<file path="src/rtl/imm_encoder_pkg.sv">
// Shared immediate-format encodings and helpers for the immediate encoder and
// the pipeline's immediate sign-extension decoder.
package imm_encoder_pkg;

    localparam logic [1:0] IMM_I = 2'b00;
    localparam logic [1:0] IMM_S = 2'b01;
    localparam logic [1:0] IMM_B = 2'b10;
    localparam logic [1:0] IMM_J = 2'b11;

    localparam int ERR_COUNT_W = 16;

    // True when v is representable as a signed value of the given bit width.
    function automatic logic fits_signed(input logic [31:0] v, input int bits);
        logic [31:0] hi;
        hi = 32'($signed(v) >>> (bits - 1));
        return (hi == '0) || (hi == '1);
    endfunction

    // Sign-extension decode, identical to the pipeline decoder.
    function automatic logic [31:0] decode_imm(input logic [31:0] inst, input logic [1:0] src);
        logic [31:0] imm;
        imm = '0;
        case (src)
            IMM_I: imm = {{20{inst[31]}}, inst[31:20]};
            IMM_S: imm = {{20{inst[31]}}, inst[31:25], inst[11:7]};
            IMM_B: imm = {{20{inst[31]}}, inst[7], inst[30:25], inst[11:8], 1'b0};
            IMM_J: imm = {{12{inst[31]}}, inst[19:12], inst[20], inst[30:21], 1'b0};
        endcase
        return imm;
    endfunction

endpackage

</file>
<file path="src/rtl/imm_field_pack.sv">
// Combinational scatter of a signed immediate into the I/S/B/J instruction
// fields of a base word, with range and alignment error detection.
module imm_field_pack
    import imm_encoder_pkg::*;
(
    input  logic [31:0] base,
    input  logic [31:0] imm,
    input  logic [1:0]  imm_src,
    output logic [31:0] inst,
    output logic        err
);

    always_comb begin
        // NOTE: every output gets a default first so no path leaves it unassigned (no latch).
        inst = base;
        err  = 1'b0;
        case (imm_src)
            IMM_I: begin
                inst[31:20] = imm[11:0];
                err         = !fits_signed(imm, 12);
            end
            IMM_S: begin
                inst[31:25] = imm[11:5];
                inst[11:7]  = imm[4:0];
                err         = !fits_signed(imm, 12);
            end
            IMM_B: begin
                inst[31]    = imm[12];
                inst[7]     = imm[11];
                inst[30:25] = imm[10:5];
                inst[11:8]  = imm[4:1];
                err         = !fits_signed(imm, 13) || imm[0];
            end
            IMM_J: begin
                inst[31]    = imm[20];
                inst[19:12] = imm[19:12];
                inst[20]    = imm[11];
                inst[30:21] = imm[10:1];
                err         = !fits_signed(imm, 21) || imm[0];
            end
        endcase
    end

endmodule

</file>
<file path="src/rtl/imm_encoder.sv">
// Two-stage RISC-V immediate encoder with valid/ready handshake and a saturating
// error counter. Define IMM_ENCODER_ROUNDTRIP_CHECK_EN to add the decode-back check.
module imm_encoder
    import imm_encoder_pkg::*;
(
    input  logic                   clk,
    input  logic                   rst_n,
    input  logic                   in_valid,
    output logic                   in_ready,
    input  logic [31:0]            in_base,
    input  logic [31:0]            in_imm,
    input  logic [1:0]             in_imm_src,
    output logic                   out_valid,
    input  logic                   out_ready,
    output logic [31:0]            out_inst,
    output logic                   out_err,
    input  logic                   err_clr,
    output logic [ERR_COUNT_W-1:0] err_count
`ifdef IMM_ENCODER_ROUNDTRIP_CHECK_EN
    ,
    output logic                   roundtrip_fail
`endif
);

    logic [31:0]            pack_inst;
    logic                   pack_err;
    logic                   s1_valid;
    logic [31:0]            s1_inst;
    logic                   s1_err;
    logic                   s2_load;
    logic                   s2_err_in;
    logic                   deliver_err;
    logic [ERR_COUNT_W-1:0] err_cnt_q;

    imm_field_pack u_pack (
        .base    (in_base),
        .imm     (in_imm),
        .imm_src (in_imm_src),
        .inst    (pack_inst),
        .err     (pack_err)
    );

    assign s2_load  = !out_valid || out_ready;
    assign in_ready = !s1_valid || s2_load;

    // NOTE: sequential state uses non-blocking assignments so all registers update together.
    always_ff @(posedge clk or negedge rst_n) begin
        if (!rst_n) begin
            s1_valid <= 1'b0;
            s1_inst  <= '0;
            s1_err   <= 1'b0;
        end else if (in_ready) begin
            s1_valid <= in_valid;
            if (in_valid) begin
                s1_inst <= pack_inst;
                s1_err  <= pack_err;
            end
        end
    end

`ifdef IMM_ENCODER_ROUNDTRIP_CHECK_EN
    logic [31:0] s1_imm;
    logic [1:0]  s1_src;
    logic        rt_mismatch;

    always_ff @(posedge clk or negedge rst_n) begin
        if (!rst_n) begin
            s1_imm <= '0;
            s1_src <= IMM_I;
        end else if (in_ready && in_valid) begin
            s1_imm <= in_imm;
            s1_src <= in_imm_src;
        end
    end

    // s1_inst is exactly what S2 presents on out_inst, so decoding it here checks the output word.
    assign rt_mismatch = decode_imm(s1_inst, s1_src) != s1_imm;
    assign s2_err_in   = s1_err || rt_mismatch;

    always_ff @(posedge clk or negedge rst_n) begin
        if (!rst_n) begin
            roundtrip_fail <= 1'b0;
        end else if (s2_load && s1_valid && rt_mismatch) begin
            roundtrip_fail <= 1'b1;
        end else if (err_clr) begin
            roundtrip_fail <= 1'b0;
        end
    end
`else
    assign s2_err_in = s1_err;
`endif

    // Payload only moves with a valid word, so an empty S2 keeps its last contents.
    always_ff @(posedge clk or negedge rst_n) begin
        if (!rst_n) begin
            out_valid <= 1'b0;
            out_inst  <= '0;
            out_err   <= 1'b0;
        end else if (s2_load) begin
            out_valid <= s1_valid;
            if (s1_valid) begin
                out_inst <= s1_inst;
                out_err  <= s2_err_in;
            end
        end
    end

    assign deliver_err = out_valid && out_ready && out_err;

    // A clear coinciding with an errored delivery leaves that delivery counted.
    always_ff @(posedge clk or negedge rst_n) begin
        if (!rst_n) begin
            err_cnt_q <= '0;
        end else if (err_clr) begin
            err_cnt_q <= deliver_err ? ERR_COUNT_W'(1) : '0;
        end else if (deliver_err && (err_cnt_q != '1)) begin
            err_cnt_q <= err_cnt_q + 1'b1;
        end
    end

    assign err_count = err_cnt_q;

endmodule

</file>
<file path="config.mk">
export PLATFORM = sky130hd
export DESIGN_NAME = imm_encoder
export DESIGN_NICKNAME = d
export VERILOG_FILES = /design/src/rtl/imm_encoder_pkg.sv /design/src/rtl/imm_field_pack.sv /design/src/rtl/imm_encoder.sv
export SDC_FILE = /design/constraint.sdc
export NUM_CORES = 1
export LEC_CHECK = 0
export ABC_AREA = 1
export CORE_MARGIN = 2
export CORE_UTILIZATION = 45
export CTS_CLUSTER_DIAMETER = 100
export DETAILED_ROUTE_END_ITERATION = 16
export GPL_TIMING_DRIVEN = 0
export HOLD_SLACK_MARGIN = 0.06
export PLACE_DENSITY = 0.84
export SKIP_CTS_REPAIR_TIMING = 1
export SYNTH_ARGS = -nofsm -noshare
export SYNTH_HDL_FRONTEND = slang
export SYNTH_SLANG_ARGS = --single-unit
</file>
<file path="constraint.sdc">
create_clock -name clk -period 1.8 [get_ports clk]
set_input_delay 0.36 -clock clk [delete_from_list [all_inputs] [get_ports clk]]
set_output_delay 0.36 -clock clk [all_outputs]
set_load 0.01 [all_outputs]
</file>
**After elaboration in Yosys (flattened, before gate mapping)**

Index checks and enable logic that the tools add are counted.

- Memory bits (writable): 0
- Memory bits (read-only): 0
- Memories kept: 0
- Latch bits: 0
- Flip-flop bits (word level): 84
- Output and inout bits: 51

- $add $sub $neg: 1
- Magnitude comparators: 0
- Bitwise gates (word level): 0
- Multiplexer cells: 8
- Shifts and indexed selects: 0
- Reductions and logical operators: 23
- Div/mod/pow operators: 0
- Multipliers: 0
- Eq/ne operators: 7

Operators by type and width:

| kind | count |
|---|---|
| $eq A32 B32 Y1 const B | 3 |
| $logic_not A32 Y1 | 3 |
| $mux W16 | 2 |
| $pmux W7 S3 | 1 |
| $pmux W5 S2 | 2 |
| $add A16 B1 Y16 const B | 1 |
| $ne A16 B16 Y1 const B | 1 |
| $mux W8 | 1 |
| $logic_or A1 B1 Y1 | 7 |
| $logic_not A1 Y1 | 5 |
| $eq A2 B2 Y1 const B | 2 |
| $reduce_and A2 Y1 | 2 |
| $logic_and A1 B1 Y1 | 3 |
| $pmux W1 S3 | 1 |
| $eq A2 B1 Y1 const B | 1 |
| $logic_not A2 Y1 | 1 |
| $reduce_bool A2 Y1 | 1 |
| $reduce_or A2 Y1 | 1 |
| $mux W1 | 1 |

**Logic depth before layout (Yosys ltp)**

Gate-level depths: netlist of run 1.

- Word-level depth: 5
- Mapped depth: 9

**Modules after synthesis**

From an unflattened synthesis of run 1, not the netlist that was laid out.

- Cell total of the unflattened synthesis: 491
- Area total of the unflattened synthesis: 4197.8 um^2

By module, submodules not included:

| module | instances | area each (um^2) | cells an instance |
|---|---|---|---|
| imm_encoder | 1 | 3565.9 | 359 |
| imm_field_pack | 1 | 631.9 | 132 |

**Worst setup path before layout of run 1**

Ideal clock, no wire load.

- Path kind: register -> register
- From: register err_cnt_q[0] (netlist: err_count[0])
- To: register err_cnt_q[10] (netlist: err_count[10])
- Stages on the path, launching flop included: 10
- Arrival: 1.514 ns
- Setup time: 0.116 ns
- Setup slack: 0.169 ns
- Buffers on the path: 0
- Cells stage by stage: dfrtp_1 > ha_1 > nand2_1 > nor2_1 > nand2_2 > o21a_4 > nor2_8 > inv_6 > nand2_1 > nand2_1

- Longest elaborated chain between the ends: 3
- Elaborated cells between the ends (all ways): 6

RTL lines:

| element | RTL line | text |
|---|---|---|
| from (decl) | imm_encoder.sv:33 | `logic [ERR_COUNT_W-1:0] err_cnt_q;` |
| from (signal assigned) | imm_encoder.sv:115 | `err_cnt_q <= deliver_err ? ERR_COUNT_W'(1) : '0;` |
| from (signal assigned) | imm_encoder.sv:117 | `err_cnt_q <= err_cnt_q + 1'b1;` |
| $add A16 B1 Y16 / $ne A16 B16 Y1 (equally long branches) | imm_encoder.sv:117, imm_encoder.sv:116 |  |
| $mux W16 / $logic_and A1 B1 Y1 (equally long branches) | imm_encoder.sv:116 | `end else if (deliver_err && (err_cnt_q != '1)) begin` |
| $mux W16 / $reduce_bool A2 Y1 (equally long branches) | - |  |

Parallel ways exist; a longest one is shown, timed or not. The select of a mux whose other input is x is not followed.
A chain may end at the register's enable or synchronous reset.

**Worst setup path in the final report of run 1**

- From: input port in_imm_src[0]
- To: register s1_inst[8]

- Longest elaborated chain between the ends: 2
- Elaborated cells between the ends (all ways): 3

RTL lines:

| element | RTL line | text |
|---|---|---|
| from (decl) | imm_encoder.sv:12 | `input logic [1:0] in_imm_src,` |
| $eq A2 B2 Y1 / $eq A2 B1 Y1 (equally long branches) | imm_field_pack.sv:17 | `case (imm_src)` |
| $pmux W5 S2 * | imm_field_pack.sv:17 |  |
| to (signal assigned) | imm_encoder.sv:55 | `s1_inst <= pack_inst;` |
| to (decl) | imm_encoder.sv:28 | `logic [31:0] s1_inst;` |

Every way passes the cells marked *; elsewhere a longest branch is shown, timed or not.

==> summary by stage, run 1 <==
Die
Measured along the y axis, the die boundary spans 98.33 µm. After floorplanning, the core was divided into 34 placement rows. The placeable core area is 0.008678 mm². The die outline area is 0.009668 mm². The overall die width is 98.33 µm. The number of ports placed on the die boundary is 122. Once the floorplan was initialized, standard cells occupied 46.14% of the core.

Global routing
The number of antenna violations at the first check in global routing is 0. The total track usage is 22.41%. Entering global routing, the biggest net connects 71 pins. The total congestion overflow after global routing is 0.

The via count of the first global-routing pass is 3823. The first global-routing pass estimated 17380 µm of wire.

Synthesis
By area the synthesized netlist is led by sky130_fd_sc_hd__dfrtp_1 53%, sky130_fd_sc_hd__nand2_1 12%, sky130_fd_sc_hd__mux2_2 5.6%. Synthesis produced 460 cells. The synthesis warning total is 0. The average instance in the mapped netlist occupies 8.704 µm². The synthesized design contains 84 register bits. Sequential cells were found to cover 52.50% of the synthesized design area. The netlist uses 37 different library cells. The mapped netlist covers 0.004004 mm². The library cell with the largest summed area after synthesis is sky130_fd_sc_hd__dfrtp_1. The post-synth net total is 536. The share of the synthesized area in the top cell type is 52.50%.

Placed design
The half-perimeter wire length after detailed placement is 7724 µm. The post-placement setup slack is -291.0 ps. Input and output buffers added on the ports amount to 113. The final weighted congestion in routability-driven placement is 0.8886.

Power and ir drop
Of the total power, combinational logic draws 29.7%. For this design the total switching power over the nets is 1.710 mW. VDD sags by at most 493.6 µV. The internal portion of the total power is 3.906 mW.

Registers are responsible for 44.5% of the overall power. The clock network burns 25.8% of the power. In this run the static leakage power is 2.473 nW.

The areal power density over the cells is 1012 mW/mm². In this run switching power makes up 30.44% of total power.

Final layout
The utilization after layout is 63.96%. In the layout the commonest cells are 128 x sky130_fd_sc_hd__nand2_1, 111 x sky130_fd_sc_hd__clkdlybuf4s50_1, 81 x sky130_fd_sc_hd__dfrtp_1. After filler insertion, the fill cell instance count of the layout stands at 740. The growth of design area from synthesis to finish is 38.62%. The antenna diode instance count is 0. The most frequent standard cell in the layout excluding fill and tap cells is sky130_fd_sc_hd__nand2_1.

For this run, the post-layout net count is 664. In the final layout, the share of cells above drive strength 1 is 11.64%.

Clocking
For the worst-skew pair, the clock arrives at the later sink with an insertion delay of 360 ps. CTS built an H-tree with a depth of 3. CTS saw 84 sinks. The root buffer cell chosen for the clock tree is sky130_fd_sc_hd__clkbuf_8. TritonCTS built the clock tree. Buffers inserted during clock tree synthesis total 9. The maximum root-to-sink buffer count is 2. Clock-pin slew was measured on the worst setup and hold paths at 90 ps.

Setup path
Walking the worst path, the cells encountered are clkdlybuf4s50_1 -> inv_1 -> ha_1 -> clkbuf_1 -> nand3_1 -> a22oi_1. The capturing point of the worst reg2reg path is err_count[9]. The required time of the critical path is 2060 ps. The termination of the worst setup path is s1_inst[8]. The worst setup path is of the in2reg kind.

The data arrival time of the critical path is 2010 ps. The length in cells of the worst reg-to-reg path is 9. The nature of the critical path startpoint is an input pin. The cell at the slowest stage of the critical path is sky130_fd_sc_hd__clkdlybuf4s50_1. The register-to-register path setup slack is 110 ps. The worst-path maximum fanout is 10. The worst setup path is captured at a register. In this design, the stage delay of the slowest critical-path cell is 520 ps.

The worst setup path startpoint is in_imm_src[0]. The start of the worst register-to-register path is err_count[0].

Detailed routing
Using the TritonRoute via totals, the vias-per-cell ratio works out to 5.213. Dividing the detail-routed wire length by the instance count gives 14.71 µm. In this run, the number of DRC markers left after iteration 0 of detailed routing was 146. The detailed router placed 3654 vias in this run. The detailed-route wire length is 10310 µm. Once detail routing completed, the nets flagged for antenna violations numbered 0. The number of detailed-route iterations in the first pass is 5. The DRC violation count after routing is 0.

Timing
The clock arrives with 8.148 ps of skew. The total of endpoints with negative setup slack in the final report is 0. For the pin with the worst max-slew slack, the measured transition is 545.7 ps.

Setup repair after global routing could not meet its margin everywhere. The number of pins with negative max-slew slack in the final report is 0. The final critical delay including setup and external delays is 1749 ps. The final hold violation count was 0. For this run, the top clock speed supported by timing is 0.5718 GHz.

The remaining max-slew budget at the tightest pin is 63.62%. In the finished design, the share of the clock period the worst path needs comes to 97.16%. The worst path meets setup with 51.17 ps of slack.

Run
The number of max-capacitance violations reported is 0.

Min path
The path class of the tightest hold or removal check is in2reg.

Run status
The flow ran to the end, and the final reports show no timing, DRC or antenna violations.
power groups by stage:
stage          combinational (mW)  sequential [mW]  clock [mW]
3_5_place_dp                 1.65             2.53           0
6_report                     1.67             2.50        1.45
3_3_place_gp                 1.60             2.52           0
4_1_cts                      1.66             2.50        1.48
5_1_grt                      1.81             2.55        1.55
2_1_floorplan               0.588             2.63           0
cells by family (layout without fill, tap and decap cells):
family	after synthesis	count (layout)	share of synthesized area, %
xor gates and xnor gates	5	5	1.094
AOI/OAI and AO/OA	62	62	9.281
and+or+nand+nor	223	223	23.66
buffers and inverters	61	194	6.281
muxes	20	20	5.625
adders and majority gates	5	5	1.563
DFF	84	84	52.50
metrics by stage:
stage / instances / setup TNS (ps) / hold slack, ps / area [µm²] / power (mW)
finish: 701 / 0 / 349.7 / 5550 / 5.616
global route: 701 / -34.15 / 353.6 / 5550 / 5.909
CTS: 698 / -259.4 / -154.8 / 5509 / 5.646
detailed placement: 682 / -11470 / 238.7 / 5295 / 4.183
global placement: 681 / -217790 / 458.7 / 5270 / 4.122
floorplan: 460 / 0 / 64.41 / 4004 / 3.214
sequential cells by signal (all words and copies together) (netlist names):
name       cells
s1_inst       32
s1_err         1
err_count     16
out_err        1
out_inst      32
out_valid      1
s1_valid       1
layer usage:
metal / vias to the layer above / wire length (µm) / track usage [%]
li1: 1753 / - / -
met1: 1756 / 4272 / 27.01
met2: 129 / 5206 / 39.14
met3: 16 / 656 / 5.225
met4: 0 / 173 / 8.219
met5: - / 0 / 0
worst max-delay path: cells and delay by family:
kind                     cells  cell delay (ps)
AND/OR/NAND/NOR              1              170
AO/OA/AOI/OAI                1              230
buffers and inverters        3              940
adder cells (fa/ha/maj)      1              300
final cells by class:
cell class | instances | area, µm² | area share, %
Clock inverter | 6 | 76.32 | 1.375
Sequential cell | 84 | 2106 | 37.94
Inverter | 46 | 177.7 | 3.201
Timing Repair Buffer | 117 | 1184 | 21.33
Tap cell | 108 | 135.1 | 2.435
Multi-Input combinational cell | 315 | 1660 | 29.91
Buffer | 15 | 73.82 | 1.330
Clock buffer | 10 | 137.6 | 2.480
Yosys cell counts (all sizes together):
cell	instances
nor3	5
nand3b	1
a221oi	1
o21a	1
nand2	131
a21oi	7
nand4	10
inv	43
xor2	3
nor2	51
dfrtp	84
o21ai	33
o211ai	2
clkinv	3
nand3	24
clkbuf	8
and3	1
xnor2	2
mux2	20
a22oi	2
a31oi	12
ha	5
o221ai	1
buf	7
o22ai	3
how the worst min path moves through the flow:
stage | slack, ps | endpoint | depth (start not counted) | startpoint
floorplan | 60 | err_count[0] | 0 | rst_n
global placement | 460 | s1_inst[6] | 2 | s1_inst[6]
detailed placement | 240 | err_count[2] | 1 | rst_n
CTS | -150 | err_count[2] | 1 | rst_n
global route | 350 | err_count[10] | 4 | err_clr
finish | 350 | err_count[10] | 4 | err_clr
No activity file was read; power rests on OpenSTA's default activity.
==> run 2: changes to the inputs <==
==> constraint.sdc (replaced) <==
create_clock -name clk -period 1.8 [get_ports clk]
set_input_delay 0.27 -clock clk [delete_from_list [all_inputs] [get_ports clk]]
set_output_delay 0.27 -clock clk [all_outputs]
set_load 0.01 [all_outputs]
==> run 2 against run 1 <==
Critical path depth is 5 lower. Final area barely moved. Sequential share of layout area fell by 0.093 points. Fmax rose by 2.5%. Register-to-register slack is essentially flat. Clock skew increased by 1.8 ps. Clock power about the same. Setup slack better by 42 ps. Wire length grew 0.12%. Combinational power is essentially flat.
==> summary by stage, run 2 (synthesis gave the netlist of run 1 again) <==
Detailed routing
The DRC violation count after routing is 0. The violation count after the first detailed-routing iteration is 159. The detail-routed via count per cell is 5.197. The average wire length per cell after detail routing is 14.70 µm. For this block, the routed nets add up to 10320 µm of wire. Once detail routing completed, the nets flagged for antenna violations numbered 0. The number of detailed-route iterations in the first pass is 5. The total number of vias is 3648.

Setup path
The cell family contributing the most delay on the critical path is buffers and inverters. The termination of the worst setup path is err_count[10]. The endpoint identified for the worst register-to-register timing path is err_count[12]. The register-to-register path setup slack is 120 ps. STA classifies the critical path endpoint as a primary output. The required time of the critical path is 1530 ps.

The start-to-end type of the worst setup path is reg2out. STA classifies the critical path startpoint as a register. Traced cell by cell, the critical path runs through clkdlybuf4s50_1. The start of the worst register-to-register path is err_count[0]. The number of buffers and inverters on the critical path is 1. For the worst setup path, the data arrival time is 1440 ps.

The length in cells of the worst reg-to-reg path is 9. The worst setup path startpoint is err_count[10]. The largest incremental delay on the critical path is 590 ps. The cell at the slowest stage of the critical path is sky130_fd_sc_hd__clkdlybuf4s50_1. Along the worst path, the maximum fanout reaches 7. The logic depth of the worst setup path including buffers is 1.

Placed design
Routability-driven placement finished with a final weighted congestion of 0.8886. After detailed placement, the total cell area comes to 0.005295 mm². The count of buffers from port buffering is 113.

The half-perimeter wire length after detailed placement is 7724 µm. OpenSTA, run right after detailed placement, puts the worst setup slack at -201.0 ps. The total instance count after detailed placement is 682.

Timing
The total of endpoints with negative setup slack in the final report is 0. For the pin with the worst max-slew slack, the measured transition is 543.4 ps. Derived from the worst setup path, the maximum achievable clock frequency is 0.5859 GHz. The final worst-path cycle share is 94.82%. The remaining max-slew budget at the tightest pin is 63.77%. The maximum clock skew at final layout is 9.968 ps. Setup total negative slack on the finished layout was measured at 0 ps. Setup repair after global routing left no endpoint under its margin. The final critical delay including setup and external delays is 1707 ps. Setup slack on the critical path of the routed design comes to 93.19 ps. The final hold violation count came to 0. The number of pins with negative max-slew slack in the final report is 0.

The tightest hold path in the finished design has a slack of 256.2 ps.

Power and ir drop
Dividing total power by cell area gives a power density of 1013 mW/mm². The worst-case IR drop observed on VDD is 494.8 µV. For this design the static power due to leakage is 2.484 nW. The sum of internal, switching and leakage power is 5.625 mW.

Final layout
The ratio of cells with drive above 1 in the final layout is 11.28%. The most frequent standard cell in the layout excluding fill and tap cells is sky130_fd_sc_hd__nand2_1. The post-route cell area is 0.005554 mm².

The net count of the finished layout is 665. The count of cells in the finished layout, fillers not included, comes to 702. Leaving out fill and tap cells, the most frequent cells in the layout are 128 x sky130_fd_sc_hd__nand2_1, 111 x sky130_fd_sc_hd__clkdlybuf4s50_1, 84 x sky130_fd_sc_hd__dfrtp_1. After filler insertion, the fill cell instance count of the layout stands at 740. The utilization after layout is 64.00%. The antenna diode instance count is 0. The growth of design area from synthesis to finish is 38.72%.

Global routing
The global routing stage identified its most utilized layer as met2. The met3 layer usage reported by global route is 5.225%. The fraction of met1 tracks used by global routing is 27.01%. The met2 layer usage reported by global route is 39.14%. Entering global routing, the biggest net connects 71 pins. The total congestion overflow after global routing is 0. The via count of the first global-routing pass came to 3823. Across every metal layer, demand over resource in global routing totals 22.41%. The number of antenna violations at the first check in global routing is 0. The wire length of the first global-routing pass is 17380 µm.

Clocking
The later pin in the worst-skew pair is clocked with a latency of 370 ps. CTS built an H-tree with a depth of 3. The number of buffers created by CTS is 9.

Clock-pin slew was measured on the worst setup and hold paths at 90 ps. Clock tree synthesis found a total of 84 sinks. TritonCTS built the clock tree.

In this run the deepest clock path goes through 2 buffers. CTS placed an instance of sky130_fd_sc_hd__clkbuf_8 at the clock tree root.

Run
The number of max-capacitance violations reported is 0.

Die
The placeable core area is 0.008678 mm². The floorplan step defined a die boundary enclosing 0.009668 mm². The die is 98.33 µm tall. The count of standard-cell rows is 34.

The initial utilization of the core area, before any placement, comes to 46.14%. The overall die width is 98.33 µm. 122 I/O pins were placed.

Min path
In this run the worst hold path is classified as in2reg.

Run status
The flow ran to the end, and the final reports show no timing, DRC or antenna violations.
run 2: cell types whose count changed in the layout (fill, tap and decap cells not counted):
cell and delta:
sky130_fd_sc_hd__buf_4 +1, sky130_fd_sc_hd__dfrtp_1 +3, sky130_fd_sc_hd__dfrtp_2 -3
run 2: worst register-to-register path, delay by kind of cell (launching register included):
family	cells	cell delay, ps
and+or+nand+nor	6	620
DFF	1	410
AOI/OAI and AO/OA	1	240
adders and majority gates	1	220
buffers and inverters	1	80
run 2: final cells by class:
class | count | area, µm² | share of cell area [%]
buffer | 15 | 73.82 | 1.329
clock buffer | 10 | 137.6 | 2.478
clock inverter | 6 | 76.32 | 1.374
inverter | 46 | 177.7 | 3.199
multi-input combinational | 315 | 1660 | 29.89
sequential | 84 | 2102 | 37.85
tap | 108 | 135.1 | 2.433
timing repair buffer | 118 | 1191 | 21.45
run 2: how the worst min path moves through the flow:
| stage | cells after the start | end | slack, ps | from |
|---|---|---|---|---|
| 2_1_floorplan | 0 | err_count[0] | -30 | rst_n |
| 3_3_place_gp | 2 | s1_inst[6] | 460 | s1_inst[6] |
| 3_5_place_dp | 1 | err_count[2] | 150 | rst_n |
| 4_1_cts | 1 | err_count[2] | -240 | rst_n |
| 5_1_grt | 3 | err_count[0] | 270 | err_clr |
| 6_report | 3 | err_count[0] | 260 | err_clr |
run 2: power breakdown:
part           switching, mW  internal, mW  total [mW]
registers              0.217          2.28        2.50
clock network          0.743         0.709        1.45
logic                  0.755         0.920        1.68
total                   1.71          3.91        5.62
run 2: per-layer routing:
metal	routed length, µm	part of all wire (%)	vias up
met3	714	6.9	19
met5	0	0	-
met1	4212	41	1742
met2	5177	50	134
met4	216	2.1	0
li1	-	-	1753
==> run 3: changes to the inputs <==
==> constraint.sdc (replaced) <==
create_clock -name clk -period 1.8 [get_ports clk]
set_input_delay 0.27 -clock clk [delete_from_list [all_inputs] [get_ports clk]]
set_output_delay 0.27 -clock clk [all_outputs]
set_load 0.1 [all_outputs]
==> run 3 against run 2 <==
Sequential share of layout area up 0.51 points. Fmax shrank 3.4%. Register-to-register slack barely moved. Final area is essentially flat. Largest cell class unchanged. Wire length rose by 0.24%. Clock skew rose by 4.2 ps. Die area unchanged. Non-clock buffer count shrank 3. Combinational power rose by 110%. Highest routed layer unchanged. Via count fell by 0.63%.
==> summary by stage, run 3 (synthesis gave the netlist of run 1 again) <==
Run status
The run finished with clean final reports.

Timing
The total of endpoints with negative setup slack in the final report is 0. The final worst-path cycle share is 98.20%. Timing would allow up to 0.5658 GHz.

Setup repair after global routing left no endpoint under its margin. The final total negative setup slack is 0 ps. The final hold violation count is 0. The number of pins with negative max-slew slack in the final report is 0. The worst path in the final design needs a cycle of 1768 ps, including I/O delays and setup.

The setup slack after layout is 32.46 ps. The maximum clock skew at final layout is 14.19 ps. The slew at the pin with the worst max-slew slack is 1032 ps. The worst pin sits at a relative slew slack of 31.09%.

Clocking
The number of H-tree branching levels is 3. The CTS tree is built. The number of buffers created by CTS is 9. The number of clock sinks is 84. Clock-pin slew was measured on the worst setup and hold paths at 90 ps.

The clock root buffer master is sky130_fd_sc_hd__clkbuf_8. For the worst-skew pair, the clock arrives at the later sink with an insertion delay of 350 ps. The maximum root-to-sink buffer count is 2.

Setup path
In this run the worst path has a maximum fanout of 2. The required time of the critical path is 1530 ps. The worst setup path is launched from a register. The data arrival time of the critical path is 1500 ps. The start-to-end type of the worst setup path is reg2out. Counting both buffers and inverters, the worst setup path holds a total of 1. The signal on the critical path passes through dlymetal6s2s_1. The slowest stage of the critical path belongs to the cell sky130_fd_sc_hd__dlymetal6s2s_1. The cell family contributing the most delay on the critical path is buffers and inverters. For this run, the slowest stage of the critical path takes 780 ps. The worst setup path is captured at a primary output.

Final layout
Summing all multi-input logic gate instances after layout gives 0.001683 mm². The antenna diode instance count is 0. The post-route cell area is 0.005558 mm². The number of fill cells in the layout is 737.

Relative to the synthesized area, the layout overhead comes to 38.81%. The register area is 0.002132 mm². In the final design database the tool counted 662 nets. The ratio of cells with drive above 1 in the final layout is 17.26%. The library cell used most frequently in the layout, excluding fill and tap cells, is sky130_fd_sc_hd__nand2_1. The non-filler instance count after layout is 699. In the layout the commonest cells are 128 x sky130_fd_sc_hd__nand2_1, 66 x sky130_fd_sc_hd__dfrtp_1, 61 x sky130_fd_sc_hd__clkdlybuf4s50_1.

Placed design
The post-placement cell area is 0.005353 mm². Once placement completed, the tool counted placed cells totaling 682. The final weighted congestion in routability-driven placement is 0.8624. The post-placement setup slack is -565.2 ps. The count of buffers added on input and output ports is 113. Detailed placement ended at an HPWL of 7798 µm.

Min path
In this run the worst hold path is classified as in2reg.

Global routing
The number of antenna violations at the first check in global routing was 0. The via count of the first global-routing pass is 3757. The total track usage is 21.56%. The maximum number of pins on one net before global-route repair is 76. The wire length of the first global-routing pass is 16970 µm. The total congestion overflow after global routing is 0.

Detailed routing
Summing over every cut layer, the via total after detailed routing is 3625. The number of nets with antenna violations after routing is 0. Using the TritonRoute via totals, the vias-per-cell ratio works out to 5.186. The violation count after the first detailed-routing iteration is 159. The average wire length per cell after detail routing is 14.80 µm. Summed over all layers, the routed wires come to 10350 µm. After detailed routing, the number of remaining DRC violations is 0. Before antenna repair, the detailed router went through 4 iterations.

Die
For this design the top-level I/O count stands at 122. The die is 98.33 µm tall. Once the floorplan was initialized, standard cells occupied 46.14% of the core. The overall die width is 98.33 µm. The region available for standard cell placement spans 0.008678 mm². After floorplanning, the core was divided into 34 placement rows. The floorplan step defined a die boundary enclosing 0.009668 mm².

Power and ir drop
The worst-case IR drop observed on VDD is 1087 µV. The leakage component of the power is 2.794 nW. For this design the ratio of total power to cell area is 1338 mW/mm². The design draws 7.436 mW.

Run
The number of max-capacitance violations reported is 0.
-- run 3: changes by cell type in the layout (fill, tap and decap cells not counted), sizes merged --
cell           before  now
buf                12    9
clkbuf             18   36
clkdlybuf4s50     111   61
clkinvlp            0    3
dlymetal6s2s        1   32
inv                48   46
-- run 3: final cells by class --
class                           instances  share of cell area [%]
Buffer                                 15                   1.328
Clock buffer                            9                   2.229
Sequential cell                        84                   38.36
Tap cell                              108                   2.431
Inverter                               46                   3.197
Timing Repair Buffer                  115                   20.71
Multi-Input combinational cell        315                   30.28
Clock inverter                          7                   1.463
-- run 3: metal layers --
metal,share of wire [%],vias up,global-route usage (%)
li1,-,1746,-
met1,43,1738,27.13
met2,49,126,36.21
met3,6.1,15,5.512
met4,1.4,0,7.587
met5,0,-,0
-- run 3: worst paths after layout --
| path | start | endpoint | slack [ps] | cells after the start |
|---|---|---|---|---|
| min in group asynchronous | rst_n | err_count[13] | 290 | 2 |
| max reg2reg | err_count[0] | err_count[9] | 130 | 9 |
| max in group asynchronous | rst_n | err_count[10] | 880 | 3 |
| min | err_clr | err_count[12] | 280 | 4 |
| min reg2reg | out_inst[20] | out_inst[20] | 490 | 2 |
| max | out_inst[27] | out_inst[27] | 30 | 1 |
-- run 3: metrics by stage --
step | utilization (%) | hold slack (ps)
2_1_floorplan | - | -25.59
5_1_grt | 64.04 | 281.0
3_3_place_gp | 61.39 | 458.8
6_report | 64.04 | 280.9
4_1_cts | 64.04 | -272.1
3_5_place_dp | 61.68 | 120.2
-- run 3: power by group --
| part | switching [mW] | leakage, nW | internal [mW] |
|---|---|---|---|
| Combinational | 2.68 | 1.70 | 0.847 |
| Sequential | 0.231 | 1.00 | 2.29 |
| Clock | 0.721 | 0.0944 | 0.660 |
